`config.mk`:
```
export PLATFORM = sky130hd
export DESIGN_NAME = mem_wb_stage
export DESIGN_NICKNAME = d
export VERILOG_FILES = /design/src/rtl/mem_stage_pkg.sv /design/src/rtl/mem_wb_reg.sv /design/src/rtl/mem_wb_stage.sv
export SDC_FILE = /design/constraint.sdc
export NUM_CORES = 1
export LEC_CHECK = 0
export ABC_AREA = 1
export CAP_MARGIN = 20
export CORE_AREA = 2 2 117 119
export CTS_BUF_LIST = sky130_fd_sc_hd__clkbuf_8 sky130_fd_sc_hd__clkbuf_16
export CTS_CLUSTER_SIZE = 16
export DETAILED_ROUTE_END_ITERATION = 7
export DIE_AREA = 0 0 119 121
export PLACE_DENSITY = 0.95
export SETUP_SLACK_MARGIN = 0.05
export SLEW_MARGIN = 25
export SYNTH_ARGS = -nofsm -noshare
export SYNTH_HDL_FRONTEND = slang
export SYNTH_SLANG_ARGS = --single-unit
export TNS_END_PERCENT = 50
```
`constraint.sdc`:
```
create_clock -name clk -period 3.05 [get_ports clk]
set_input_delay 0.4575 -clock clk [delete_from_list [all_inputs] [get_ports clk]]
set_output_delay 0.4575 -clock clk [all_outputs]
set_load 0.03 [all_outputs]
```
`src/rtl/mem_stage_pkg.sv`:
```
// Shared types and defaults for the memory stage and its MEM/WB register.
// Optional build macro used by the stage: MEM_MISALIGN_TRAP_EN.
package mem_stage_pkg;

  localparam int DEF_DATA_W      = 32;
  localparam int DEF_REG_AW      = 5;
  localparam int DEF_TIMEOUT_CYC = 255;

  typedef enum logic {
    IDLE = 1'b0,
    WAIT = 1'b1
  } state_e;

  typedef struct packed {
    logic reg_write;
    logic mem_to_reg;
  } wb_ctrl_t;

  // A squashed slot only kills the control bits; data fields keep their last values.
  localparam wb_ctrl_t WB_CTRL_BUBBLE = '{reg_write: 1'b0, mem_to_reg: 1'b0};

endpackage

```
`src/rtl/mem_wb_reg.sv`:
```
// MEM/WB pipeline register: loads a new slot, inserts a bubble, or holds.
module mem_wb_reg
  import mem_stage_pkg::*;
#(
  parameter int DATA_W = DEF_DATA_W,
  parameter int REG_AW = DEF_REG_AW
) (
  input  logic              clk,
  input  logic              rst,
  input  logic              load_i,
  input  logic              bubble_i,
  input  wb_ctrl_t          ctrl_i,
  input  logic [DATA_W-1:0] alu_i,
  input  logic [DATA_W-1:0] rdata_i,
  input  logic              rdata_en_i,
  input  logic [REG_AW-1:0] wreg_i,
  output logic              reg_write_o,
  output logic              mem_to_reg_o,
  output logic [DATA_W-1:0] read_data_o,
  output logic [DATA_W-1:0] alu_o,
  output logic [DATA_W-1:0] wb_data_o,
  output logic [REG_AW-1:0] wreg_o
);

  wb_ctrl_t          ctrl_q;
  logic [DATA_W-1:0] read_data_q;
  logic [DATA_W-1:0] read_data_d;
  logic [DATA_W-1:0] alu_q;
  logic [DATA_W-1:0] wb_data_q;
  logic [REG_AW-1:0] wreg_q;

  // Read data only changes when a load actually completes.
  assign read_data_d = rdata_en_i ? rdata_i : read_data_q;

  // NOTE: state updates use <= so every register samples pre-edge values.
  always_ff @(posedge clk) begin
    if (rst) begin
      ctrl_q      <= WB_CTRL_BUBBLE;
      read_data_q <= '0;
      alu_q       <= '0;
      wb_data_q   <= '0;
      wreg_q      <= '0;
    end else if (bubble_i) begin
      ctrl_q <= WB_CTRL_BUBBLE;
    end else if (load_i) begin
      ctrl_q      <= ctrl_i;
      read_data_q <= read_data_d;
      alu_q       <= alu_i;
      wb_data_q   <= ctrl_i.mem_to_reg ? read_data_d : alu_i;
      wreg_q      <= wreg_i;
    end
  end

  assign reg_write_o  = ctrl_q.reg_write;
  assign mem_to_reg_o = ctrl_q.mem_to_reg;
  assign read_data_o  = read_data_q;
  assign alu_o        = alu_q;
  assign wb_data_o    = wb_data_q;
  assign wreg_o       = wreg_q;

endmodule

```
`src/rtl/mem_wb_stage.sv`:
```
// Memory stage with req/ready data-memory handshake, timeout abort and MEM/WB register.
// Build macro MEM_MISALIGN_TRAP_EN: trap word-misaligned accesses and add MisalignErr.
module mem_wb_stage
  import mem_stage_pkg::*;
#(
  parameter int DATA_W      = DEF_DATA_W,
  parameter int REG_AW      = DEF_REG_AW,
  parameter int TIMEOUT_CYC = DEF_TIMEOUT_CYC
) (
  input  logic              clk,
  input  logic              rst,
  input  logic              RegWrite,
  input  logic              MemRead,
  input  logic              MemWrite,
  input  logic              MemToReg,
  input  logic [DATA_W-1:0] ALUResult,
  input  logic [DATA_W-1:0] WriteMemData,
  input  logic [REG_AW-1:0] WriteReg,
  input  logic              Flush,
  output logic              dmem_req,
  output logic              dmem_we,
  output logic [DATA_W-1:0] dmem_addr,
  output logic [DATA_W-1:0] dmem_wdata,
  input  logic              dmem_ready,
  input  logic [DATA_W-1:0] dmem_rdata,
  output logic              Stall,
  output logic              MemTimeout,
  output logic              RegWrite_out,
  output logic              MemToReg_out,
  output logic [DATA_W-1:0] ReadData_out,
  output logic [DATA_W-1:0] ALUResult_out,
  output logic [REG_AW-1:0] WriteReg_out,
  output logic [DATA_W-1:0] WBData_out
`ifdef MEM_MISALIGN_TRAP_EN
  ,output logic             MisalignErr
`endif
);

  localparam int CNT_W = $clog2(TIMEOUT_CYC + 1);

  state_e           state_q;
  logic [CNT_W-1:0] cnt_q;
  logic             timeout_q;

  logic     mem_access;
  logic     trap;
  logic     memop;
  logic     abort_cyc;
  logic     abort;
  logic     mem_done;
  logic     kill;
  wb_ctrl_t wb_ctrl;

  assign mem_access = (MemRead | MemWrite) & ~Flush;

`ifdef MEM_MISALIGN_TRAP_EN
  logic misalign_q;
  assign trap        = mem_access & (ALUResult[1:0] != 2'b00);
  assign MisalignErr = misalign_q;
`else
  assign trap = 1'b0;
`endif

  assign memop = mem_access & ~trap;

  // The last WAIT cycle never drives a request, so a late ready cannot race the abort.
  assign abort_cyc = (state_q == WAIT) && (cnt_q == CNT_W'(TIMEOUT_CYC));
  assign abort     = memop & abort_cyc;

  assign dmem_req   = memop & ~abort_cyc & ~rst;
  assign dmem_we    = MemWrite;
  assign dmem_addr  = ALUResult;
  assign dmem_wdata = WriteMemData;

  assign mem_done = dmem_req & dmem_ready;
  assign Stall    = dmem_req & ~dmem_ready;

  // Anything that does not retire this cycle enters MEM/WB as a bubble.
  assign kill    = Flush | trap | Stall | abort;
  assign wb_ctrl = '{reg_write: RegWrite & ~MemWrite, mem_to_reg: MemToReg};

  always_ff @(posedge clk) begin
    if (rst) begin
      state_q   <= IDLE;
      cnt_q     <= '0;
      timeout_q <= 1'b0;
`ifdef MEM_MISALIGN_TRAP_EN
      misalign_q <= 1'b0;
`endif
    end else begin
`ifdef MEM_MISALIGN_TRAP_EN
      misalign_q <= trap;
`endif
      case (state_q)
        IDLE: begin
          if (Stall) begin
            state_q <= WAIT;
            cnt_q   <= CNT_W'(1);
          end
        end
        WAIT: begin
          if (Stall) begin
            cnt_q <= cnt_q + CNT_W'(1);
          end else begin
            // Completion, flush and abort all return to IDLE.
            state_q <= IDLE;
            cnt_q   <= '0;
            if (abort) timeout_q <= 1'b1;
          end
        end
        default: begin
          state_q <= IDLE;
          cnt_q   <= '0;
        end
      endcase
    end
  end

  assign MemTimeout = timeout_q;

  mem_wb_reg #(
    .DATA_W (DATA_W),
    .REG_AW (REG_AW)
  ) u_mem_wb_reg (
    .clk          (clk),
    .rst          (rst),
    .load_i       (~kill),
    .bubble_i     (kill),
    .ctrl_i       (wb_ctrl),
    .alu_i        (ALUResult),
    .rdata_i      (dmem_rdata),
    .rdata_en_i   (mem_done & ~MemWrite),
    .wreg_i       (WriteReg),
    .reg_write_o  (RegWrite_out),
    .mem_to_reg_o (MemToReg_out),
    .read_data_o  (ReadData_out),
    .alu_o        (ALUResult_out),
    .wb_data_o    (WBData_out),
    .wreg_o       (WriteReg_out)
  );

endmodule
```
==> impl_metrics.toml <==
[routing]
wl_um = 17030
ant_nets = 0
via_per_inst = 4.814
vias = 5661
wl_per_cell_um = 14.48
drc = 0
drt_iter0_drc = 502
drtPass1Iterations = 5

[timing]
fmax_ghz = 0.3977
setup_viol_count_final = 0
skew_ps = 6.716
layout_setup_ws_ps = 535.3
worst_pin_slew_ps = 569.4
rsz0062_at_grt = "false"
layout_min_cycle_time_ps = 2515
final_hold_viol_count = 0
finalSetupTns_ps = 0
finalCritPeriodShare_pct = 82.45
slew_viol_final = 0
slew_headroom_pct = 61.98

[clock_network]
h-tree-depth = 4
hold_buffers = 0
cts.path.max_buffers = 2
clkSinkCount = 113
cts_made_buffers = 17
clk_pin_slew_ps = 50
postCtsSetupRepairBufs = 0
cts_tree = "done"
clk_latency_ps = 410
cts_resized = 0
cts-root-buf = "clkbuf_16"

[yosys]
syn_avg_cell_area_um2 = 6.614
synth_top_family_by_area = "simple AND/OR/NAND/NOR gates"
synth.largest_area_cell = "dfxtp_1"
ys_seq_area_share_pct = 40.10
mappedNetlistArea_um2 = 5642
synth_nets = 963
synthMuxAreaShare_pct = 0
synth-compound-area-share_pct = 6.875
synth-seq-cells = 113
synth_simple_gate_area_share_pct = 29.81
synth_cells = 853
synth_cell_types = 26
synth.area.top_cells = "dfxtp_1, nor2_1, nand2_1, buf_4, inv_1"
synthXorXnorAreaFrac_pct = 0.6210
yosysWarnings = 0
synth_fa_ha_area_share_pct = 0.2218
synth_top_cell_area_share_pct = 40.10

[floorplan]
die_y_um = 121
io_pins = 280
dieArea_um2 = 14400
start_util_pct = 43.12
die_x_um = 119
num_rows = 42
coreArea_um2 = 13090

[final_layout]
final_area_um2 = 7995
final_nets = 1099
antenna_cells = 0
ff_latch_area_um2 = 2262
areaGrowthSynthToFinish_pct = 41.72
multi_input_area_um2 = 2130
final.fill_count = 1106
drive_above_1_share_pct = 5.300

[placement]
dp_hpwl_um = 11880
pre_cts_ws_ps = 593.5
place_area_um2 = 7405
place_congestion = 0.9193
portBuffers = 215

[setup_path]
r2r-end = "u_mem_wb_reg.read_data_o[7]"
rr_worst_depth = 10
reg2reg_slack_ps = 810
worstPathRequired_ps = 2590
crit_fanout = 20
worstSetupStartpointType = "flop"
endpoint_kind = "output port"
critPathArrivalTime_ps = 2060
rr_startpoint = "cnt_q[0]"
path_class = "reg -> out"

[global_route]
antenna_found_initial = 0
grt_pass1_vias = 5310
grt_max_degree = 103
grt_pass1_wl_um = 26500
grt_usage_pct = 23.56
grt-ovfl-total = 0

[power]
vdd_drop_max_mv = 0.2892
power_density_nw_per_um2 = 556.9
power.leakage_nw = 3.647

[worst_hold_path]
hold_path_depth = 2
hp-class = "reg -> reg"
min_to = "MemTimeout"
hold_path_startpoint = "MemTimeout"

[run]
max_cap_violations = 0

[status]
status = "finished clean"
cell usage after synthesis (all sizes together):
| master | n |
|---|---|
| nor2 | 183 |
| nand2 | 147 |
| inv | 141 |
| dfxtp | 113 |
| buf | 84 |
| nand3 | 39 |
| a21oi | 38 |
| o21ai | 38 |
| nand4 | 33 |
| clkbuf | 27 |
| nor3 | 2 |
| xnor2 | 2 |
| xor2 | 2 |
| a21o | 1 |
| clkinv | 1 |
| ha | 1 |
| nor3b | 1 |
routing by layer:
metal	vias to the layer above	track usage, %	routed length, um
met5	-	0	0
met3	53	6.109	1409
met4	0	13.62	660
met1	2526	28.06	6866
li1	2798	-	-
met2	284	38.47	8093
through the flow:
stage	util (%)	power, mW	std cells	hold slack (ps)
global route	61.10	4.615	1176	488.1
global placement	56.59	2.494	1146	448.0
finish	61.10	4.452	1176	452.0
floorplan	-	2.222	853	447.5
CTS	61.10	4.475	1176	452.4
detailed placement	56.59	2.509	1146	444.9
layout by cell type, fill, tap and decap left out, types with 3 or more instances in the layout:
| cell | count |
|---|---|
| a21oi_1 | 38 |
| buf_4 | 13 |
| clkbuf_16 | 17 |
| clkbuf_8 | 6 |
| clkdlybuf4s50_1 | 211 |
| clkinv_2 | 3 |
| dfxtp_1 | 113 |
| inv_1 | 142 |
| nand2_1 | 145 |
| nand3_1 | 38 |
| nand4_1 | 33 |
| nor2_1 | 181 |
| o21ai_0 | 30 |
| o21ai_1 | 8 |
state kept, by name (all words and copies together) (netlist names):
signal and flops:
u_mem_wb_reg.alu_o 32, u_mem_wb_reg.reg_write_o 1, u_mem_wb_reg.wb_data_o 32, cnt_q 8, state_q 1, u_mem_wb_reg.read_data_o 32
u_mem_wb_reg.wreg_o 5, u_mem_wb_reg.mem_to_reg_o 1, MemTimeout 1
how the worst max path moves through the flow:
stage	start	to	cells after the start
after floorplan	MemWrite	dmem_req	5
after global placement	MemWrite	u_mem_wb_reg.wb_data_o[8]	9
after detailed placement	MemWrite	u_mem_wb_reg.alu_o[23]	11
after CTS	cnt_q[0]	dmem_req	8
after global routing	cnt_q[0]	dmem_req	8
final	cnt_q[0]	dmem_req	8
critical path, cell delays in order, from the launching register on:
cell	delay (ps)
dfxtp_1	370
ha_1	180
nand2_1	90
nor2_2	150
nand2_2	250
buf_4	310
nand2_1	100
inv_1	40
buf_4	160
layout make-up:
cell class                      instances  area share, %
Sequential cell                       113          28.29
Timing Repair Buffer                  228          28.26
Multi-Input combinational cell        487          26.64
Inverter                              142          6.667
Clock buffer                           23          6.354
Tap cell                              176          2.754
Clock inverter                          7          1.033
cells by family (layout without fill, tap and decap cells):
| family | count (synthesis) | count (layout) |
|---|---|---|
| compound gates | 77 | 77 |
| xor+xnor | 4 | 4 |
| fa+ha+maj | 1 | 1 |
| buf+inv | 253 | 400 |
| flops | 113 | 113 |
| simple gates | 405 | 405 |
power by group:
| group | total, mW | switching [mW] | leakage, nW | internal, mW |
|---|---|---|---|---|
| clock | 1.97 | 0.654 | 0.303 | 1.31 |
| combinational | 0.873 | 0.516 | 2.41 | 0.357 |
| sequential | 1.61 | 0.0486 | 0.929 | 1.56 |
| total | 4.45 | 1.22 | 3.65 | 3.23 |
Note: power is estimated with default switching activity, not from simulation.
==> edit, RTL diff (config.mk and constraints unchanged) <==
Change the package constant `DEF_TIMEOUT_CYC` from 255 to 510.
--- a/src/rtl/mem_stage_pkg.sv
+++ b/src/rtl/mem_stage_pkg.sv
@@ -5,5 +5,5 @@
   localparam int DEF_DATA_W      = 32;
   localparam int DEF_REG_AW      = 5;
-  localparam int DEF_TIMEOUT_CYC = 255;
+  localparam int DEF_TIMEOUT_CYC = 510;
 
   typedef enum logic {
Check against the original RTL: no difference found for any inputs over 4 cycles, from zero or initial values and one cycle with rst high; that may be too few to reach the edited logic, so the function may still have changed.
==> edit against the unedited design <==
  * Routed wire length shrank 5.0%
  * Sequential cell count grew 1
  * Power shrank 2.1%
  * Clock skew is essentially flat
  * Final area grew 1.4%
  * Area after synthesis grew 2.8%
  * Combinational power shrank 0.8%
  * Setup slack gained 0.052 ns
  * Critical endpoint is now u_mem_wb_reg.reg_write_o$_SDFF_PP0_
  * Largest cell class unchanged
==> edit: results <==
group,metric,value,unit
setup_path,crit_fanout,38,
synth,synth_nets,994,
setup_path,r2r-end,"u_mem_wb_reg.reg_write_o$_SDFF_PP0_",
placed_design,gp_congestion,0.828,
pwr,ir_drop,291,uV
setup_path,crit_arrival,2.79,ns
pwr,internal_power,0.00316,W
cells_and_area,fin_nets,1129,
grt,grt_pass1_wl,25.5,mm
route,vias,5668,
pwr,p_comb,0.000866,W
synth,yosysSeqAreaShare,0.394,
sta,skew,0.00631,ns
sta,whs,0.452,ns
setup_path,r2r_slack,0.59,ns
pwr,combPwrFrac,0.199,
synth,synth_cell_types,22,
grt,grt_pass1_vias,5275,
route,finalWirelength,16.2,mm
cells_and_area,layout-drive-gt1-share,0.0475,
setup_path,max_stage_delay,0.61,ns
synth,synth_compound_area_frac,0.0630,
placed_design,dp_worst_setup_slack,0.440,ns
pwr,leakage,3.86,nW
status,outcome,"completed",
synth,synth_xor_area_frac,0.0106,
synth,synthTopCellsByCount,"nor2_1 (187), inv_1 (173), nand2_1 (140), dfxtp_1 (114), buf_4 (66)",
grt,grt_max_degree,68,
setup_path,path_class,"flop to flop",
sta,tightest_slew,0.760,ns
setup_path,cpMaxStageDelayCell,"inv_2",
synth,synth_adder_area_share,0.00432,
synth,synth_area_leaders,"dfxtp_1 (39%), nor2_1 (12%), inv_1 (11%), nand2_1 (9.1%), buf_4 (8.5%)",
-- edit: cell type report --
cell class	instances	area (sq um)
fill	1104	4980
sequential	114	2280
timing repair buffer	227	2240
multi-input combinational	484	2140
inverter	174	653
clock buffer	23	508
tap	176	220
clock inverter	9	63.8
-- edit: metrics by stage --
step / cell area (sq um) / cells
after floorplan: 5800 / 883
after global placement: 7540 / 1175
after detailed placement: 7540 / 1175
after CTS: 8110 / 1207
after global routing: 8110 / 1207
final: 8110 / 1207
-- edit: per-layer routing --
layer | vias up | track usage | wire length [microns]
li1 | 2853 | - | -
met1 | 2517 | 0.259 | 6740
met2 | 260 | 0.374 | 7710
met3 | 38 | 0.0747 | 1290
met4 | 0 | 0.106 | 443
met5 | - | 0 | 0
-- edit: logic make-up after synthesis --
| family | count (synthesis) |
|---|---|
| AND/OR/NAND/NOR | 402 |
| flip-flops | 114 |
| buffers and inverters | 285 |
| adder cells (fa/ha/maj) | 2 |
| XOR/XNOR | 7 |
| AO/OA/AOI/OAI | 73 |
